`src/rtl/mem_access_stage.sv`:
```
// Memory-access pipeline stage: lane alignment, load extraction and the M->W register.
// Optional misalignment trapping is enabled by defining MEM_MISALIGN_CHECK_EN.
module mem_access_stage #(
    parameter int unsigned XLEN  = 64,
    parameter int unsigned NBYTE = XLEN / 8
) (
    input  logic              clk,
    input  logic              rst,
    input  logic              RegWriteEnM,
    input  logic              MemtoRegM,
    input  logic              JALM,
    input  logic              MemReadEnM,
    input  logic              MemWriteEnM,
    input  logic [1:0]        MemSizeM,
    input  logic              LoadUnsignedM,
    input  logic [4:0]        RdM,
    input  logic [XLEN-1:0]   PcPlus4M,
    input  logic [XLEN-1:0]   StoreDataM,
    input  logic [XLEN-1:0]   ALUResultM,
    output logic              dmem_req,
    output logic              dmem_we,
    output logic [XLEN-1:0]   dmem_addr,
    output logic [XLEN-1:0]   dmem_wdata,
    output logic [NBYTE-1:0]  dmem_be,
    input  logic [XLEN-1:0]   dmem_rdata,
    input  logic              dmem_ack,
    output logic              StallM,
    output logic              RegWriteEnW,
    output logic              MemtoRegW,
    output logic              JALW,
    output logic [4:0]        RdW,
    output logic [XLEN-1:0]   PcPlus4W,
    output logic [XLEN-1:0]   ALUResultW,
    output logic [XLEN-1:0]   ReadDataW,
    output logic              MisalignW
);

    localparam int unsigned OFFW = $clog2(NBYTE);
    localparam int unsigned SHW  = OFFW + 3;

    typedef enum logic {IDLE, WAIT} stateT;
    stateT state;

    logic [OFFW-1:0]  offset;
    logic [SHW-1:0]   shamt;
    logic [1:0]       sizeEff;
    logic [NBYTE-1:0] sizeMask;
    logic [XLEN-1:0]  shifted;
    logic [XLEN-1:0]  loadData;
    logic             access;
    logic             misalign;
    logic             readDone;

    assign offset  = ALUResultM[OFFW-1:0];
    assign shamt   = {offset, 3'b000};
    // A 32-bit datapath has no doubleword, so size 11 degrades to a word access.
    assign sizeEff = (XLEN == 32 && MemSizeM == 2'b11) ? 2'b10 : MemSizeM;
    assign access  = MemReadEnM | MemWriteEnM;

`ifdef MEM_MISALIGN_CHECK_EN
    logic [3:0]      sizeBytes;
    logic [OFFW-1:0] alignMask;
    assign sizeBytes = 4'd1 << sizeEff;
    assign alignMask = OFFW'(sizeBytes - 4'd1);
    assign misalign  = access & (|(offset & alignMask));
`else
    assign misalign  = 1'b0;
`endif

    always_comb begin
        sizeMask = NBYTE'(1);
        case (sizeEff)
            2'b00:   sizeMask = NBYTE'(8'h01);
            2'b01:   sizeMask = NBYTE'(8'h03);
            2'b10:   sizeMask = NBYTE'(8'h0F);
            default: sizeMask = NBYTE'(8'hFF);
        endcase
    end

    // Request side is purely combinational; upstream holds M inputs stable while stalled.
    assign dmem_req   = rst & access & ~misalign;
    assign dmem_we    = dmem_req & MemWriteEnM;
    assign dmem_addr  = {ALUResultM[XLEN-1:OFFW], OFFW'(0)};
    assign dmem_be    = dmem_req ? (sizeMask << offset) : '0;
    assign dmem_wdata = StoreDataM << shamt;
    assign StallM     = dmem_req & ~dmem_ack;
    assign readDone   = dmem_req & dmem_ack & ~MemWriteEnM;

    assign shifted = dmem_rdata >> shamt;

    always_comb begin
        loadData = shifted;
        if (LoadUnsignedM) begin
            case (sizeEff)
                2'b00:   loadData = XLEN'(shifted[7:0]);
                2'b01:   loadData = XLEN'(shifted[15:0]);
                2'b10:   loadData = XLEN'(shifted[31:0]);
                default: loadData = shifted;
            endcase
        end else begin
            case (sizeEff)
                2'b00:   loadData = XLEN'($signed(shifted[7:0]));
                2'b01:   loadData = XLEN'($signed(shifted[15:0]));
                2'b10:   loadData = XLEN'($signed(shifted[31:0]));
                default: loadData = shifted;
            endcase
        end
    end

    // Tracks whether an issued access is still waiting for its ack.
    always_ff @(posedge clk or negedge rst) begin
        if (!rst) begin
            state <= IDLE;
        end else begin
            case (state)
                IDLE:    if (StallM) state <= WAIT;
                WAIT:    if (dmem_ack) state <= IDLE;
                default: state <= IDLE;
            endcase
        end
    end

    // M->W register: bubbles the control bits while stalled, holds the data fields.
    always_ff @(posedge clk or negedge rst) begin
        if (!rst) begin
            RegWriteEnW <= 1'b0;
            MemtoRegW   <= 1'b0;
            JALW        <= 1'b0;
            RdW         <= '0;
            PcPlus4W    <= '0;
            ALUResultW  <= '0;
            ReadDataW   <= '0;
            MisalignW   <= 1'b0;
        end else if (StallM) begin
            RegWriteEnW <= 1'b0;
            MemtoRegW   <= 1'b0;
            JALW        <= 1'b0;
        end else begin
            RegWriteEnW <= RegWriteEnM & ~misalign;
            MemtoRegW   <= MemtoRegM;
            JALW        <= JALM;
            RdW         <= RdM;
            PcPlus4W    <= PcPlus4M;
            ALUResultW  <= ALUResultM;
            ReadDataW   <= readDone ? loadData : '0;
            MisalignW   <= misalign;
        end
    end

endmodule

```
`config.mk`:
```
export PLATFORM = sky130hd
export DESIGN_NAME = mem_access_stage
export DESIGN_NICKNAME = d
export VERILOG_FILES = /design/src/rtl/mem_access_stage.sv
export SDC_FILE = /design/constraint.sdc
export NUM_CORES = 1
export LEC_CHECK = 0
export ABC_CLOCK_PERIOD_IN_PS = 2300
export CAP_MARGIN = 0
export CORE_AREA = 2 2 236 238
export CTS_CLUSTER_DIAMETER = 80
export DETAILED_ROUTE_END_ITERATION = 8
export DIE_AREA = 0 0 238 240
export HOLD_SLACK_MARGIN = 0.12
export PLACE_DENSITY = 0.44
export SYNTH_ARGS = -nofsm -noshare
export SYNTH_HDL_FRONTEND = slang
export SYNTH_SLANG_ARGS = --single-unit
```
`constraint.sdc`:
```
create_clock -name clk -period 2.3 [get_ports clk]
set_input_delay 0.23 -clock clk [delete_from_list [all_inputs] [get_ports clk]]
set_output_delay 0.23 -clock clk [all_outputs]
set_load 0.005 [all_outputs]
```
Word-level counts from Yosys, hierarchy flattened
Index checks and enable logic that the tools add are counted.

Add/subtract/negate cells: 0. Multiply operators: 0. Div/mod/pow operators: 0. Magnitude comparators: 0. Eq/ne operators: 2. Shift-type cells: 3. Mux-type cells: 9. Bitwise gates (word level): 8. Reductions and logical operators: 1.

Operators by type and width (number): 64-bit one-hot mux with 3 select lines (2); 64-bit two-way mux (2); 64-bit by 6-bit << shifter with 64-bit output (1); 64-bit by 6-bit >> shifter with 64-bit output (1); 8-bit one-hot mux with 3 select lines (1); 8-bit two-way mux (1); 8-bit by 3-bit << shifter with 8-bit output (1); 1-bit AND (5); 1-bit two-way mux (3); 2-bit by 1-bit equality test with 1-bit output (second input constant) (1); 2-bit equality test (second input constant) (1); 2-bit zero test (1); 1-bit NOT (2); 1-bit bitwise OR (1).

Register bits: 200. Bits in latches: 0. Memory bits (writable): 0. ROM bits: 0. Bits of input ports: 272. Output and inout port bits: 340. Logic and storage cells: 30. Memories kept: 0.

Depth between registers and ports, before layout
Gate-level depths: netlist (run 1).

Depth in word-level cells: 5. Depth in mapped cells: 9. Mapped depth without buffers: 5.

Worst setup path after synthesis (run 1)
OpenSTA, ideal clock, no wires.

Path type: input port to flip-flop. Start point: input ALUResultM[1]. End point: register ReadDataW[21]. Library setup time: 126 ps. Data arrival time: 1927 ps. Data required time: 2174 ps. Setup slack: 247 ps. Stages: 8. Path buffers: 3. Cell sequence: buf_6 -> mux2_1 -> mux4_2 -> o2bb2ai_2 -> and2_1 -> buf_2 -> buf_6 -> a221o_1.

Cells in the longest elaborated chain, start to end: 4.

RTL lines: from (decl) (line 19) `input logic [XLEN-1:0] ALUResultM,`; 64-bit by 6-bit >> shifter with 64-bit output (*) (line 89) `assign shifted = dmem_rdata >> shamt;`; 64-bit one-hot mux with 3 select lines, on equally long branches (line 101, 94); 64-bit two-way mux (*) (line 93) `if (LoadUnsignedM) begin`; 64-bit two-way mux (*) (line 145) `ReadDataW <= readDone ? loadData : '0;`; to (signal assigned) (line 145); to (decl) (line 34) `output logic [XLEN-1:0] ReadDataW,`.

Mark *: on every way between the ends. The rest lies on a longest branch, timed or not. A chain may end at the register's enable or synchronous reset.

Final worst setup path (run 1)
Start point: input MemSizeM[1]. End point: output dmem_be[2].

Cells in the longest elaborated chain, start to end: 4.

RTL lines: from (decl) (line 14) `input logic [1:0] MemSizeM,`; 2-bit equality test, or another cell as far along (line 72) `case (sizeEff)`; 8-bit one-hot mux with 3 select lines (*) (line 72); 8-bit by 3-bit << shifter with 8-bit output (*) (line 84) `assign dmem_be = dmem_req ? (sizeMask << offset) : '0;`; 8-bit two-way mux (*) (line 84); to (decl) (line 24) `output logic [NBYTE-1:0] dmem_be,`.

Marked as above.

==> impl_metrics.tcl, run 1 <==
set metrics [dict create \
    finalHoldViolCount 0 \
    setup.worst_path.class "in2out" \
    r2r_start "ReadDataW[22]" \
    yosysWarnings 0 \
    synthToLayoutAreaGrowth_pct 67.5 \
    worst_slew_margin_rel_pct 48.8 \
    worst_setup_path_end_kind "primary output" \
    boundaryPins 612 \
    vias_per_instance 4.52 \
    core-area_sq_um 54700 \
    worst-endpoint-required_ns 2.07 \
    met2_length_mm 26.8 \
    place.gp.congestion 0.875 \
    met3WireLength_mm 4.48 \
    final_nets 1908 \
    grt_overflow_total 0 \
    synthesized_area_per_cell_sq_um 10.6 \
    synth_flop_cell "sky130_fd_sc_hd__dfrtp_1" \
    clock_sinks 200 \
    clock_latency_ns 0.47 \
    min_period_over_period_pct 94.6 \
    run_status "completed" \
    number_of_enable_type_register_cells_in_the_synthesized_netlist 0 \
    post_synthesis_sequential_element_count 200 \
    post_synth_fa_ha_maj_area_fraction_pct 0 \
    cts_tree "done" \
    synth_top_cells_by_area "sky130_fd_sc_hd__dfrtp_1 (44%), sky130_fd_sc_hd__mux2_2 (17%), sky130_fd_sc_hd__mux2i_1 (7.3%)" \
    antenna_found_initial 9 \
    drtAntennaViolNets 0 \
    mostFrequentLayoutCells "sky130_fd_sc_hd__clkdlybuf4s50_1 (603), sky130_fd_sc_hd__dfrtp_1 (200), sky130_fd_sc_hd__mux2_2 (174)" \
    synth.largest_area_cell "sky130_fd_sc_hd__dfrtp_1" \
    peakVddDrop_mv 0.569 \
    seqPwrFrac_pct 39.8 \
    post_synthesis_mux_area_share_pct 26.6 \
    grt_pass1_wl_mm 77.0 \
    grt_start_max_net_pins 127 \
    dr.first_iter.drc_count 543 \
    synth_area_in_xor_xnor_pct 0 \
    fmaxAchievable_ghz 0.460 \
    placed_cell_area_sq_um 18300 \
    first_global_vias 10900 \
    antenna_cells_inserted 0 \
    hold_path.class "in2async" \
    asyncSetResetFlopFracSynth_pct 100 \
    initial_core_util_pct 20.7 \
    rsz_0062_raised_after_global_routing "false" \
    cell_internal_pwr_w 0.00677 \
    synth.cell_area_sq_um 11300 \
    layout-drive-gt1-share_pct 18.9 \
    synth_compound_gate_area_share_pct 12.5 \
    die_w_um 238 \
    number_of_pins_exceeding_their_max_slew_limit_in_the_final_report 0 \
    cts.reportedPaths.clkPinSlew_ns 0.08 \
    timing.final.crit_period_ns 2.17 \
    routedLengthMet1_mm 20.8 \
    timing.critical_path.arrival_ns 1.94 \
    die_area_sq_um 57100 \
    total_power_w 0.00962 \
    net_load_switching_power_w 0.00285 \
    post_route_clock_skew_ns 0 \
    cp-startpoint "MemSizeM[1]" \
    reg_to_reg_endpoint "ReadDataW[22]" \
    syn-instance-count 1070 \
    die_height_um 240 \
    combPwrFrac_pct 28.6 \
    yosysSeqAreaShare_pct 44.3 \
    regToRegSetupSlack_ns 1.44 \
    routed-via-count 10600 \
    dpl.hpwl_mm 44.3 \
    mostFrequentLayoutCell "sky130_fd_sc_hd__clkdlybuf4s50_1" \
    place.port_buffers 607 \
    synth_simple_gate_area_share_pct 9.06 \
    power.share.switching_pct 29.7 \
    crit_path_start_kind "primary input" \
    totalWireLength_mm 55.1 \
    grt_use_total_pct 18.7 \
    p_per_cell_area_nw_per_um2 509 \
    worstRegToRegCells 1 \
    critical_path_fanouts_max 16 \
    cts-htree-levels 4 \
    clock_power_share_pct 31.6 \
    cts_post_setup_buffers_inserted 0 \
    post-synth-top-area-fraction_pct 44.3 \
    final_area_sq_um 18900 \
    cts_root_buf "sky130_fd_sc_hd__clkbuf_16" \
    count_of_distinct_cell_types_in_the_synthesized_netlist 47 \
    floorplan.rows 86 \
    leakagePower_nw 7.79 \
    highest_layer "met5" \
    dr.pass1.iters 5 \
    fillerInstances 5531 \
    max_cap_viol_count 0 \
    drc 0 \
    tightestPinTransition_ns 0.768 \
    timing.final.setup_violations 0 \
    clock_path_buffers 2 \
    wire_per_inst_um 23.4 \
    synth_top_family_by_area "multiplexers" \
    cts_buffers 17 \
]
## kinds of logic after synthesis
kind of cell	after synthesis
other cells	1
flops	200
mux	267
compound gates	221
simple gates	231
buf+inv	150
## per-stage QoR
stage	instances	hold WS, ns	setup TNS (ns)	utilization, %	setup slack (ns)
6_report	2352	0.273	0	34.6	0.125
5_1_grt	2352	0.263	0	34.6	0.00895
4_1_cts	2351	0.226	0	34.5	0.0682
3_5_place_dp	2319	0.233	-4.36	33.5	-0.192
3_3_place_gp	2319	0.230	-3.49	33.5	-0.176
2_1_floorplan	1073	-0.0656	0	-	0.247
## power by group through the flow
| stage | clock, W | combinational, W | sequential (W) |
|---|---|---|---|
| 2_1_floorplan | 0 | 0.000952 | 0.00392 |
| 3_3_place_gp | 0 | 0.00278 | 0.00390 |
| 3_5_place_dp | 0 | 0.00277 | 0.00390 |
| 4_1_cts | 0.00319 | 0.00279 | 0.00383 |
| 5_1_grt | 0.00332 | 0.00293 | 0.00386 |
| 6_report | 0.00304 | 0.00275 | 0.00383 |
## repair_timing
item                                    in CTS  in global routing
pin swaps                                    0                  0
hold buffers                                 1                  0
resized for setup                            1                  1
gates cloned                                 0                  1
endpoints found under the setup margin       2                  1
endpoints found under the hold margin       19                  0
## metal layers
metal  global-route usage [%]  up-vias
li1                         -     4901
met1                     20.6     5157
met2                     31.7      464
met3                     6.58       96
met4                     9.91       18
met5                        0        -
## synthesized netlist by cell type, types with 12 or more instances
cell / n
sky130_fd_sc_hd__nor2b_1: 12
sky130_fd_sc_hd__dfrtp_1: 200
sky130_fd_sc_hd__nand2_1: 75
sky130_fd_sc_hd__buf_4: 65
sky130_fd_sc_hd__a211oi_1: 16
sky130_fd_sc_hd__clkbuf_1: 57
sky130_fd_sc_hd__a22oi_1: 23
sky130_fd_sc_hd__a221o_1: 15
sky130_fd_sc_hd__a21oi_1: 73
sky130_fd_sc_hd__and2_1: 17
sky130_fd_sc_hd__mux2_2: 174
sky130_fd_sc_hd__o21ai_0: 48
sky130_fd_sc_hd__nor2_1: 90
sky130_fd_sc_hd__buf_2: 15
sky130_fd_sc_hd__mux2i_1: 82
## sequential cells by signal, summed over array words and instances (netlist names)
signal       count
RegWriteEnW      1
ReadDataW       64
RdW              5
PcPlus4W        64
JALW             1
MemtoRegW        1
ALUResultW      64
## how the worst max path moves through the flow
stage	end	slack (ns)	cells after the start
after global placement	ReadDataW[18]	-0.18	6
after detailed placement	ReadDataW[27]	-0.19	6
final	dmem_be[2]	0.13	6
after floorplan	ReadDataW[21]	0.25	8
after CTS	dmem_be[5]	0.07	7
after global routing	dmem_be[5]	0.009	7
## layout make-up
| cell class | count | area [sq um] | share of cell area [%] |
|---|---|---|---|
| inverter | 2 | 7.51 | 0.0397 |
| clock inverter | 13 | 131 | 0.695 |
| tap | 704 | 881 | 4.66 |
| sequential | 200 | 5000 | 26.5 |
| timing repair buffer | 692 | 6980 | 36.9 |
| clock buffer | 18 | 429 | 2.27 |
| multi-input combinational | 723 | 5470 | 28.9 |
## worst max-delay path: stages
cell and delay, ns:
sky130_fd_sc_hd__clkdlybuf4s50_1 0.52, sky130_fd_sc_hd__buf_12 0.16, sky130_fd_sc_hd__a21oi_1 0.05, sky130_fd_sc_hd__mux2_2 0.26
sky130_fd_sc_hd__nor3_1 0.13, sky130_fd_sc_hd__clkdlybuf4s50_1 0.58
Note: power is estimated with default switching activity, not from simulation.
==> run 2: changes to the inputs <==
Settings changed: ABC_AREA set to 0, ABC_CLOCK_PERIOD_IN_PS 2300 to unset, MAX_ROUTING_LAYER set to met4.
==> impl_metrics.tcl, run 2 <==
set metrics [dict create \
    floorplan.rows 86 \
    dpl.hpwl_mm 44.3 \
    run_status "did not finish" \
    grt_pass1_wl_mm 76.9 \
    globalroute.repair_timing.worst_endpoint "dmem_be[5]" \
    cts-htree-levels 4 \
    place.port_buffers 607 \
    synth.largest_area_cell "sky130_fd_sc_hd__dfrtp_1" \
    cts_buffers 17 \
    cts_post_setup_buffers_inserted 0 \
    stop_error "[ERROR DRT-0255] Maze Route cannot find path of net ALUResultW[14] in worker of routeBox ( 193200 96600 ) ( 238000 144900 )." \
    die_height_um 240 \
    place.gp.congestion 0.889 \
    cts_root_buf "sky130_fd_sc_hd__clkbuf_16" \
    first_global_vias 10900 \
    exit_stage "5_2_route" \
    number_of_enable_type_register_cells_in_the_synthesized_netlist 0 \
    clock_path_buffers 2 \
    synth_top_cells_by_area "sky130_fd_sc_hd__dfrtp_1 (44%), sky130_fd_sc_hd__mux2_2 (17%), sky130_fd_sc_hd__mux2i_1 (7.3%)" \
    yosysWarnings 0 \
    clock_sinks 200 \
    die_w_um 238 \
    post_synthesis_sequential_element_count 200 \
    synth_flop_cell "sky130_fd_sc_hd__dfrtp_1" \
    grt_overflow_total 0 \
    post-synth-top-area-fraction_pct 44.3 \
    boundaryPins 612 \
    synth.cells.most_frequent "sky130_fd_sc_hd__dfrtp_1 (200), sky130_fd_sc_hd__mux2_2 (174), sky130_fd_sc_hd__nor2_1 (90)" \
    yosysSeqAreaShare_pct 44.3 \
    antenna_found_initial 9 \
    grt_start_max_net_pins 127 \
    syn-instance-count 1070 \
    yosys.cell_count.top_type "sky130_fd_sc_hd__dfrtp_1" \
    grt_use_total_pct 19.2 \
    initial_core_util_pct 20.7 \
    synth.cell_area_sq_um 11300 \
    asyncSetResetFlopFracSynth_pct 100 \
    placed_cells_incl_taps 2319 \
    count_of_distinct_cell_types_in_the_synthesized_netlist 47 \
    worst_endpoint_kind "output port" \
    synthesized_area_per_cell_sq_um 10.6 \
]
-- run 2: cell counts after synthesis --
No cell type changed its count.
-- run 2: through the flow --
stage / util, % / TNS (ns) / worst slack [ns] / hold slack (ns) / instance area [sq um]
3_5_place_dp: 33.5 / -4.36 / -0.192 / 0.233 / 18300
2_1_floorplan: - / 0 / 0.247 / -0.0656 / 11300
4_1_cts: 34.5 / 0 / 0.0682 / 0.226 / 18900
5_1_grt: 34.6 / 0 / 0.00928 / 0.265 / 18900
3_3_place_gp: 33.5 / -3.49 / -0.176 / 0.230 / 18300
-- run 2: per-layer routing --
layer,GRT usage (%)
met1,20.9
met2,31.8
met3,5.96
met4,9.91
met5,-
-- run 2: timing repair --
action | in CTS | in global routing
resized for setup | 1 | 1
hold endpoints to repair | 19 | 0
gates cloned | 0 | 1
hold buffers | 1 | 0
endpoints found under the setup margin | 2 | 1
-- run 2: logic make-up after synthesis --
logic type / Yosys count / share of synthesized area [%]
AO/OA/AOI/OAI: 221 / 12.5
buffers and inverters: 150 / 7.45
AND/OR/NAND/NOR: 231 / 9.06
other: 1 / 0.0332
flip-flops: 200 / 44.3
multiplexers: 267 / 26.6
==> run 3: changes to the inputs <==
Settings changed: CTS_CLUSTER_DIAMETER 80 to unset, HOLD_SLACK_MARGIN 0.12 to unset, MAX_ROUTING_LAYER met4 to unset, PLACE_DENSITY 0.44 to unset, PLACE_DENSITY_LB_ADDON set to 0.15.
==> impl_metrics.tcl, run 3 (synthesis gave the netlist of run 1 again) <==
set metrics [dict create \
    run_status "complete, but fails checks" \
    failed_checks "hold timing" \
    final_area_sq_um 19000 \
    crit_path_start_kind "primary input" \
    clock_latency_ns 0.47 \
    tightestPinTransition_ns 1.10 \
    setup.worst_path.class "in2out" \
    dr.pass1.iters 5 \
    number_of_pins_exceeding_their_max_slew_limit_in_the_final_report 0 \
    placed_cell_area_sq_um 18300 \
    placed_cells_incl_taps 2315 \
    worst_slew_margin_rel_pct 26.6 \
    p_per_cell_area_nw_per_um2 513 \
    power.share.switching_pct 29.2 \
    total_power_w 0.00973 \
    final_nets 1906 \
    dr.first_iter.drc_count 454 \
    mostFrequentLayoutCells "sky130_fd_sc_hd__clkdlybuf4s50_1 (603), sky130_fd_sc_hd__dfrtp_1 (200), sky130_fd_sc_hd__mux2_2 (174)" \
    totalWireLength_mm 52.6 \
    critical_path.n_buffers_inverters 3 \
    hold_path.class "in2async" \
    die_height_um 240 \
    cpPeakStageDelay_ns 0.59 \
    cts_buffers 17 \
    routed-via-count 10500 \
    dpl.hpwl_mm 42.3 \
    floorplan.rows 86 \
    cts-htree-levels 4 \
    peakVddDrop_mv 0.556 \
    net_load_switching_power_w 0.00284 \
    clock_power_share_pct 32.6 \
    post_route_clock_skew_ns 0 \
    worst_setup_path_end_kind "primary output" \
    leakagePower_nw 7.79 \
    fin_cells 2353 \
    min_period_over_period_pct 95.4 \
    drc 0 \
    cell_internal_pwr_w 0.00689 \
    critical_path_fanouts_max 16 \
    holdBufCountCts 4 \
    clock_path_buffers 2 \
    die_area_sq_um 57100 \
    place.port_buffers 607 \
    vias_per_instance 4.47 \
    wire_per_inst_um 22.4 \
    grt_start_max_net_pins 136 \
    synthToLayoutAreaGrowth_pct 68.0 \
    worst-endpoint-required_ns 2.07 \
    mostFrequentLayoutCell "sky130_fd_sc_hd__clkdlybuf4s50_1" \
    drtAntennaViolNets 0 \
    antenna_found_initial 7 \
    timing.critical_path.arrival_ns 1.96 \
    clock_sinks 200 \
    timing.final.crit_period_ns 2.19 \
    crit_path_cell_trace "clkdlybuf4s50_1 -> buf_12 -> a21oi_1 -> mux2_2 -> nor3_1 -> clkdlybuf4s50_1" \
    boundaryPins 612 \
    max_cap_viol_count 0 \
    fmaxAchievable_ghz 0.456 \
    biggestRegsByFlops "ALUResultW x64, PcPlus4W x64, ReadDataW x64" \
    cts.reportedPaths.clkPinSlew_ns 0.08 \
    finalHoldViolCount 134 \
    finish.utilization_pct 34.7 \
    layout-drive-gt1-share_pct 18.8 \
    critical_path_most_common_cell "sky130_fd_sc_hd__clkdlybuf4s50_1" \
    timing.final.setup_violations 0 \
    cts_tree "done" \
    first_global_vias 10900 \
    rsz_0062_raised_after_global_routing "false" \
    cpLargestDelayFamily "buffers and inverters" \
    die_w_um 238 \
    cts_root_buf "sky130_fd_sc_hd__clkbuf_16" \
    combPwrFrac_pct 28.1 \
    seqPwrFrac_pct 39.3 \
    worst_path_max_delay_cell "sky130_fd_sc_hd__clkdlybuf4s50_1" \
    grt_overflow_total 0 \
    grt_use_total_pct 18.0 \
    place.gp.congestion 0.877 \
    grt_pass1_wl_mm 74.3 \
    core-area_sq_um 54700 \
    hold_ws_ns -0.222 \
    initial_core_util_pct 20.7 \
]
run 3: cell type report:
cell class / instances / area (sq um)
fillers: 5584 / 35700
repair buffers: 690 / 6990
multi-input cells: 723 / 5480
flip-flops and latches: 200 / 5000
well taps: 704 / 881
clock buffers: 18 / 429
clock inverters: 14 / 179
inverters: 2 / 7.51
diodes: 2 / 5.00
run 3: metrics by stage:
| stage | worst slack (ns) | hold WS [ns] | setup TNS [ns] |
|---|---|---|---|
| 6_report | 0.107 | -0.222 | 0 |
| 5_1_grt | 0.0137 | -0.127 | 0 |
| 4_1_cts | 0.0615 | -0.159 | 0 |
| 3_5_place_dp | -0.269 | 0.388 | -8.17 |
| 3_3_place_gp | -0.210 | 0.402 | -6.14 |
| 2_1_floorplan | 0.247 | -0.0656 | 0 |
run 3: power groups by stage:
stage / Sequential, W / Clock [W] / Combinational (W)
2_1_floorplan: 0.00392 / 0 / 0.000952
3_3_place_gp: 0.00389 / 0 / 0.00275
3_5_place_dp: 0.00390 / 0 / 0.00275
4_1_cts: 0.00383 / 0.00330 / 0.00278
5_1_grt: 0.00386 / 0.00344 / 0.00293
6_report: 0.00383 / 0.00317 / 0.00273
run 3: final timing paths:
path	startpoint	to	slack (ns)	cells after the start
min	rst	PcPlus4W[38]	-0.22	2
max reg2reg	ReadDataW[19]	ReadDataW[19]	1.47	1
max	MemSizeM[0]	dmem_be[2]	0.11	6
min in group clk	rst	ReadDataW[58]	0.19	3
min reg2reg	ALUResultW[2]	ALUResultW[2]	0.48	2
max in group asynchronous	rst	ReadDataW[6]	1.02	3
run 3: routing by layer:
| layer | track usage, % | vias up | share of wire (%) |
|---|---|---|---|
| met5 | 0 | - | 0.099 |
| met4 | 8.20 | 8 | 4.1 |
| met3 | 7.16 | 79 | 8.9 |
| met2 | 31.6 | 455 | 50 |
| met1 | 18.9 | 5060 | 37 |
| li1 | - | 4914 | - |
run 3: repair_timing:
action,4_1_cts,5_1_grt
hold endpoints to repair,181,108
pin swaps,0,0
setup endpoints to repair,3,1
buffers inserted,0,0
resized for setup,1,2
